==> src/rtl/pwm_capture.sv <==
// ---------------------------------------------------------------------------
// pwm_capture
//
// Measures the period (rising-to-rising) and high time (rising-to-falling) of
// an asynchronous PWM input, in clk cycles.
//
// Ports
//   clk      in   system clock, rising edge
//   rst      in   asynchronous, active-low reset
//   en       in   measurement enable (synchronous); low forces IDLE
//   wave_in  in   PWM input, asynchronous to clk
//   period   out  [15:0] latched rising-to-rising interval
//   high     out  [15:0] latched rising-to-falling interval
//   valid    out  one-cycle pulse, period/high updated in that cycle
//   timeout  out  sticky: no rising edge seen within 65535 cycles
//   locked   out  high while the FSM is in MEAS
//
// Output handshake: valid is a single-cycle strobe with no ready/back-pressure.
// period and high change only in the cycle where valid is high and hold their
// value at all other times, so a consumer may sample them on valid or later.
// ---------------------------------------------------------------------------
module pwm_capture (
    input  logic        clk,
    input  logic        rst,
    input  logic        en,
    input  logic        wave_in,
    output logic [15:0] period,
    output logic [15:0] high,
    output logic        valid,
    output logic        timeout,
    output logic        locked
);

    typedef enum logic [1:0] {
        IDLE = 2'd0,
        ARM  = 2'd1,
        MEAS = 2'd2
    } state_t;

    state_t      state;
    logic        s1;
    logic        s2;
    logic        s3;
    logic        rise;
    logic        fall;
    logic [15:0] cnt;
    logic [15:0] high_lat;

    // Two-flop synchronizer (s1, s2) plus a history flop (s3) for edge detect.
    always_ff @(posedge clk or negedge rst) begin
        if (!rst) begin
            s1 <= 1'b0;
            s2 <= 1'b0;
            s3 <= 1'b0;
        end else begin
            s1 <= wave_in;
            s2 <= s1;
            s3 <= s2;
        end
    end

    // s2 and s3 cannot both differ in two directions at once, so rise and
    // fall are mutually exclusive.
    assign rise = s2 & ~s3;
    assign fall = ~s2 & s3;

    // Measurement FSM. locked is registered alongside the state so it always
    // equals (state == MEAS).
    always_ff @(posedge clk or negedge rst) begin
        if (!rst) begin
            state    <= IDLE;
            cnt      <= 16'd0;
            high_lat <= 16'd0;
            period   <= 16'd0;
            high     <= 16'd0;
            valid    <= 1'b0;
            timeout  <= 1'b0;
            locked   <= 1'b0;
        end else begin
            valid <= 1'b0;
            if (!en) begin
                // Disable wins over any edge in the same cycle; the partial
                // measurement is dropped but the last result is kept.
                state    <= IDLE;
                cnt      <= 16'd0;
                high_lat <= 16'd0;
                timeout  <= 1'b0;
                locked   <= 1'b0;
            end else begin
                case (state)
                    IDLE: begin
                        state <= ARM;
                    end
                    ARM: begin
                        // First rise is only a reference point: no capture.
                        if (rise) begin
                            state  <= MEAS;
                            cnt    <= 16'd1;
                            locked <= 1'b1;
                        end
                    end
                    MEAS: begin
                        if (rise) begin
                            period  <= cnt;
                            high    <= high_lat;
                            valid   <= 1'b1;
                            timeout <= 1'b0;
                            cnt     <= 16'd1;
                        end else begin
                            if (fall) begin
                                high_lat <= cnt;
                            end
                            // Counter reached its ceiling without a new rise:
                            // give up on this reference and re-arm.
                            if (cnt == 16'hFFFF) begin
                                timeout <= 1'b1;
                                state   <= ARM;
                                locked  <= 1'b0;
                            end else begin
                                cnt <= cnt + 16'd1;
                            end
                        end
                    end
                    default: begin
                        state  <= IDLE;
                        locked <= 1'b0;
                    end
                endcase
            end
        end
    end

endmodule

==> config.mk <==
export PLATFORM = sky130hd
export DESIGN_NAME = pwm_capture
export DESIGN_NICKNAME = d
export VERILOG_FILES = /design/src/rtl/pwm_capture.sv
export SDC_FILE = /design/constraint.sdc
export NUM_CORES = 1
export LEC_CHECK = 0
export CAP_MARGIN = 20
export CORE_ASPECT_RATIO = 1.5
export CORE_MARGIN = 2
export CORE_UTILIZATION = 47
export DETAILED_ROUTE_END_ITERATION = 12
export PLACE_DENSITY = 0.68
export SLEW_MARGIN = 30
export SYNTH_ARGS = -nofsm -noshare
export SYNTH_HDL_FRONTEND = slang
export SYNTH_SLANG_ARGS = --single-unit
==> constraint.sdc <==
create_clock -name clk -period 3.5 [get_ports clk]
set_input_delay 0.525 -clock clk [delete_from_list [all_inputs] [get_ports clk]]
set_output_delay 0.525 -clock clk [all_outputs]
set_load 0.005 [all_outputs]
==> results_tabular.tex <==
\begin{tabular}{lr}
\hline
Metric & Value \\
\hline
\multicolumn{2}{l}{\textbf{Outcome}} \\
\quad Status & complete, no violations \\
\multicolumn{2}{l}{\textbf{Detailed routing}} \\
\quad Drt pass-1 iters & 4 \\
\quad Wire length after detailed routing & 6100 um \\
\quad Number of vias per cell & a little under 6 \\
\quad Via count of the routed design & 2,124 \\
\quad Average wire per standard cell & between 15 and 20 um \\
\quad Number of DRC violations after detailed routing & 0 \\
\quad Initial DRC Count & 138 \\
\quad Antenna Violating Nets Remaining & 0 \\
\multicolumn{2}{l}{\textbf{Place}} \\
\quad DP Wirelength & slightly below 4000 um \\
\quad Worst setup slack after placement & between 0.9 and 1 ns \\
\quad Number of port buffers & 38 \\
\quad Placer Congestion & about 0.84 \\
\multicolumn{2}{l}{\textbf{Die}} \\
\quad Cell Rows & 35 \\
\quad Die Span Y & around 100 um \\
\quad Starting Density & 0.491 \\
\quad Die width & around 70 um \\
\quad Die area & 7130 um2 \\
\quad Ports & 39 \\
\quad Placeable Area & between 6000 and 7000 um2 \\
\multicolumn{2}{l}{\textbf{Min path}} \\
\quad Worst hold path type & primary input to asynchronous set/reset pin \\
\multicolumn{2}{l}{\textbf{Layout}} \\
\quad Number of nets in the finished design & approximately 280 \\
\quad Commonest non-fill, non-tap cell in the layout & sky130\_fd\_sc\_hd\_\_dfrtp\_1 \\
\quad Number of antenna cells inserted & 0 \\
\quad Area of combinational cells with multiple inputs & 1140 um2 \\
\quad Share of cells above drive strength 1 & 0.232 \\
\quad Area growth from synthesis to layout & 22.5\% \\
\quad Most used cells in the layout excluding fill and tap cells & sky130\_fd\_sc\_hd\_\_dfrtp\_1 (72), sky130\_fd\_sc\_hd\_\_clkdlybuf4s50\_1 (37), sky130\_fd\_sc\_hd\_\_mux2\_2 (32) \\
\quad Register area & between 1500 and 2000 um2 \\
\quad Fill cells & 487 \\
\multicolumn{2}{l}{\textbf{Synthesis}} \\
\quad Combined area of all synthesized cells & $\sim$3000 um2 \\
\quad Number of flops mapped to enable cells by yosys & 0 \\
\quad Post-synthesis async set-or-reset flop share & 1.00 \\
\quad Synth area leader & sky130\_fd\_sc\_hd\_\_dfrtp\_1 \\
\quad Number of cells produced by synthesis & around 240 \\
\quad Most area-consuming cells after synthesis & sky130\_fd\_sc\_hd\_\_dfrtp\_1 (59\%), sky130\_fd\_sc\_hd\_\_mux2\_2 (12\%), sky130\_fd\_sc\_hd\_\_a22o\_1 (4.3\%) \\
\quad Count of distinct cell types in the synthesized netlist & 40 \\
\quad Yosys synthesis warning count & 0 \\
\quad Fraction of the yosys area taken by sequential cells & 0.594 \\
\quad Main flop type after synthesis & sky130\_fd\_sc\_hd\_\_dfrtp\_1 \\
\quad Syn avg cell area & about 13 um2 \\
\quad \#FFs+latches synth & slightly above 70 \\
\quad Yosys top cell area share & 0.594 \\
\quad Net count after synthesis & $\sim$240 \\
\multicolumn{2}{l}{\textbf{Worst setup path}} \\
\quad Launching element type of the critical path & flop \\
\quad Cell family contributing the most delay on the critical path & simple AND/OR/NAND/NOR gates \\
\quad Largest stage delay on the critical path & between 0.6 and 0.7 ns \\
\quad Critical-path maximum fanout & 20 \\
\quad Count of cells along the worst register-to-register path & 6 \\
\quad Start-to-end type of the worst setup path & flop to flop \\
\quad Worst r2r src & cnt[0]\$\_DFFE\_PN0P\_ \\
\quad Total number of cells along the worst setup path & 6 \\
\quad Cell-by-cell listing of the critical path & ha\_1 > inv\_1 > nor3\_4 > nand3\_1 > o21ai\_0 > o22ai\_1 \\
\quad Crit path DAT & 2.81 ns \\
\quad Startpoint of the worst setup timing path & cnt[0]\$\_DFFE\_PN0P\_ \\
\quad Count of buffer and inverter cells on the critical path & 1 \\
\quad Crit path capture type & flop \\
\quad Worst endpoint required time & roughly 3.7 ns \\
\quad Critical path's slowest cell & sky130\_fd\_sc\_hd\_\_nand3\_1 \\
\multicolumn{2}{l}{\textbf{Timing}} \\
\quad Total negative setup slack & 0 ns \\
\quad Final Skew & 0.00684 ns \\
\quad Shortest period the worst path allows & 2.60 ns \\
\quad Smallest setup slack after layout & 0.895 ns \\
\quad Period utilization & 0.744 \\
\quad Worst hold slack after final layout & $\sim$0.27 ns \\
\quad Setup repair after global routing missed its margin & no \\
\quad Maximum clock rate & 384 MHz \\
\quad Final count of hold timing violations & 0 \\
\quad Slew @ Worst Pin & roughly 0.8 ns \\
\quad Slew Limit Fails & 0 \\
\quad Final setup violation count & 0 \\
\quad Relative slew slack & 0.468 \\
\multicolumn{2}{l}{\textbf{Clock tree}} \\
\quad H-tree depth & 3 \\
\quad Clock sink total & slightly above 70 \\
\quad Clock latency of the later-clocked register in the worst-skew pair & 0.34 ns \\
\quad CTS tree & done \\
\quad Clock-pin slew of the registers on the worst-case setup and hold paths & 0.07 ns \\
\quad Number of buffers on the longest clock path & 2 \\
\quad Number of buffers inserted during clock tree synthesis & 9 \\
\quad Postcts setup bufs & 0 \\
\quad Master cell of the clock root buffer & sky130\_fd\_sc\_hd\_\_clkbuf\_8 \\
\quad Total of hold buffers inserted after clock tree synthesis & 0 \\
\quad Number of resized instances in the post-cts repair step & 0 \\
\multicolumn{2}{l}{\textbf{Power and ir drop}} \\
\quad Worst supply voltage drop on vdd & between 0.0003 and 0.0004 V \\
\quad Portion of total power attributed to combinational logic & 0.032 \\
\quad Power density relative to cell area & 455 nW/um2 \\
\quad Internal power component & approximately 1.3 mW \\
\quad Net switching fraction of the power & 0.205 \\
\quad Share of power burned in registers & 0.498 \\
\quad Net Sw Power & 0.347 mW \\
\quad Pleak & 1.70 nW \\
\quad Clock group share of total power & 0.470 \\
\multicolumn{2}{l}{\textbf{Job}} \\
\quad Count of maximum capacitance violations & 0 \\
\multicolumn{2}{l}{\textbf{GRT}} \\
\quad Pin count of the biggest net entering global routing & 73 \\
\quad Number of global-route vias before repair & roughly 2.1k \\
\quad GR Overflow Total & 0 \\
\quad Number of antenna violations at the first check in global routing & 0 \\
\quad First-pass GRT wire length & 10,600 um \\
\quad Global-route total usage across every layer & 0.191 \\
\hline
\end{tabular}
## per-layer routing
layer,global-route usage,vias to the layer above,part of all wire
li1,-,998,-
met1,0.247,1069,0.43
met2,0.319,47,0.52
met3,0.0256,10,0.034
met4,0.0920,0,0.020
met5,0,-,0
## registers in the layout (all words and copies together), names as in the netlist
name,count
s3,1
s2,1
state,2
period,16
s1,1
high,16
high_lat,16
valid,1
cnt,16
timeout,1
locked,1
## worst paths after layout
path                                         to  slack [ns]
max reg2reg                state[1]$_DFFE_PN0P_        0.90
min                                s2$_DFF_PN0_        0.27
max in group asynchronous    cnt[0]$_DFFE_PN0P_        2.77
max                        state[1]$_DFFE_PN0P_        0.90
min in group clk                   s2$_DFF_PN0_        0.35
min reg2reg                        s2$_DFF_PN0_        0.35
## through the flow
step                 util  cells  area [um2]  power (mW)
global route        0.602    358        3720        1.75
global placement    0.561    342        3460       0.914
floorplan               -    239        3030       0.883
detailed placement  0.561    342        3460       0.915
finish              0.602    358        3720        1.69
CTS                 0.600    358        3710        1.71
## cells by family (layout without fill, tap and decap cells)
| group | Yosys count | in the layout | share of synthesized area |
|---|---|---|---|
| flops | 72 | 72 | 0.594 |
| compound gates | 67 | 67 | 0.161 |
| simple gates | 49 | 49 | 0.0907 |
| mux | 32 | 32 | 0.119 |
| buf+inv | 18 | 63 | 0.0313 |
| fa+ha+maj | 1 | 1 | 0.00412 |
## cell usage after synthesis, types with 2 or more instances
master                      n
sky130_fd_sc_hd__dfrtp_1   72
sky130_fd_sc_hd__mux2_2    32
sky130_fd_sc_hd__a22o_1    15
sky130_fd_sc_hd__a31oi_1   14
sky130_fd_sc_hd__nand2_1   11
sky130_fd_sc_hd__nand3_1    9
sky130_fd_sc_hd__o21ai_0    8
sky130_fd_sc_hd__a41oi_1    7
sky130_fd_sc_hd__clkbuf_1   7
sky130_fd_sc_hd__nor2_1     7
sky130_fd_sc_hd__a21oi_1    6
sky130_fd_sc_hd__a31o_2     4
sky130_fd_sc_hd__buf_2      4
sky130_fd_sc_hd__inv_1      4
sky130_fd_sc_hd__nor3_1     4
sky130_fd_sc_hd__buf_6      3
sky130_fd_sc_hd__a211oi_1   2
sky130_fd_sc_hd__a21o_1     2
sky130_fd_sc_hd__and3_1     2
sky130_fd_sc_hd__and4_4     2
sky130_fd_sc_hd__nand4_1    2
sky130_fd_sc_hd__nor2b_1    2
sky130_fd_sc_hd__o22ai_1    2
sky130_fd_sc_hd__or3_1      2
## cell type report
type / count / area share
clock inverter: 5 / 0.0279
timing repair buffer: 43 / 0.112
tap: 74 / 0.0249
multi-input combinational: 149 / 0.308
clock buffer: 11 / 0.0380
inverter: 4 / 0.00404
sequential: 72 / 0.485
## power groups by stage
stage / registers (mW) / logic, mW / clock network (mW)
CTS: 0.843 / 0.0555 / 0.808
detailed placement: 0.860 / 0.0553 / 0
global placement: 0.860 / 0.0542 / 0
finish: 0.844 / 0.0541 / 0.795
floorplan: 0.859 / 0.0246 / 0
global route: 0.844 / 0.0620 / 0.842
No activity file was read; power rests on OpenSTA's default activity.
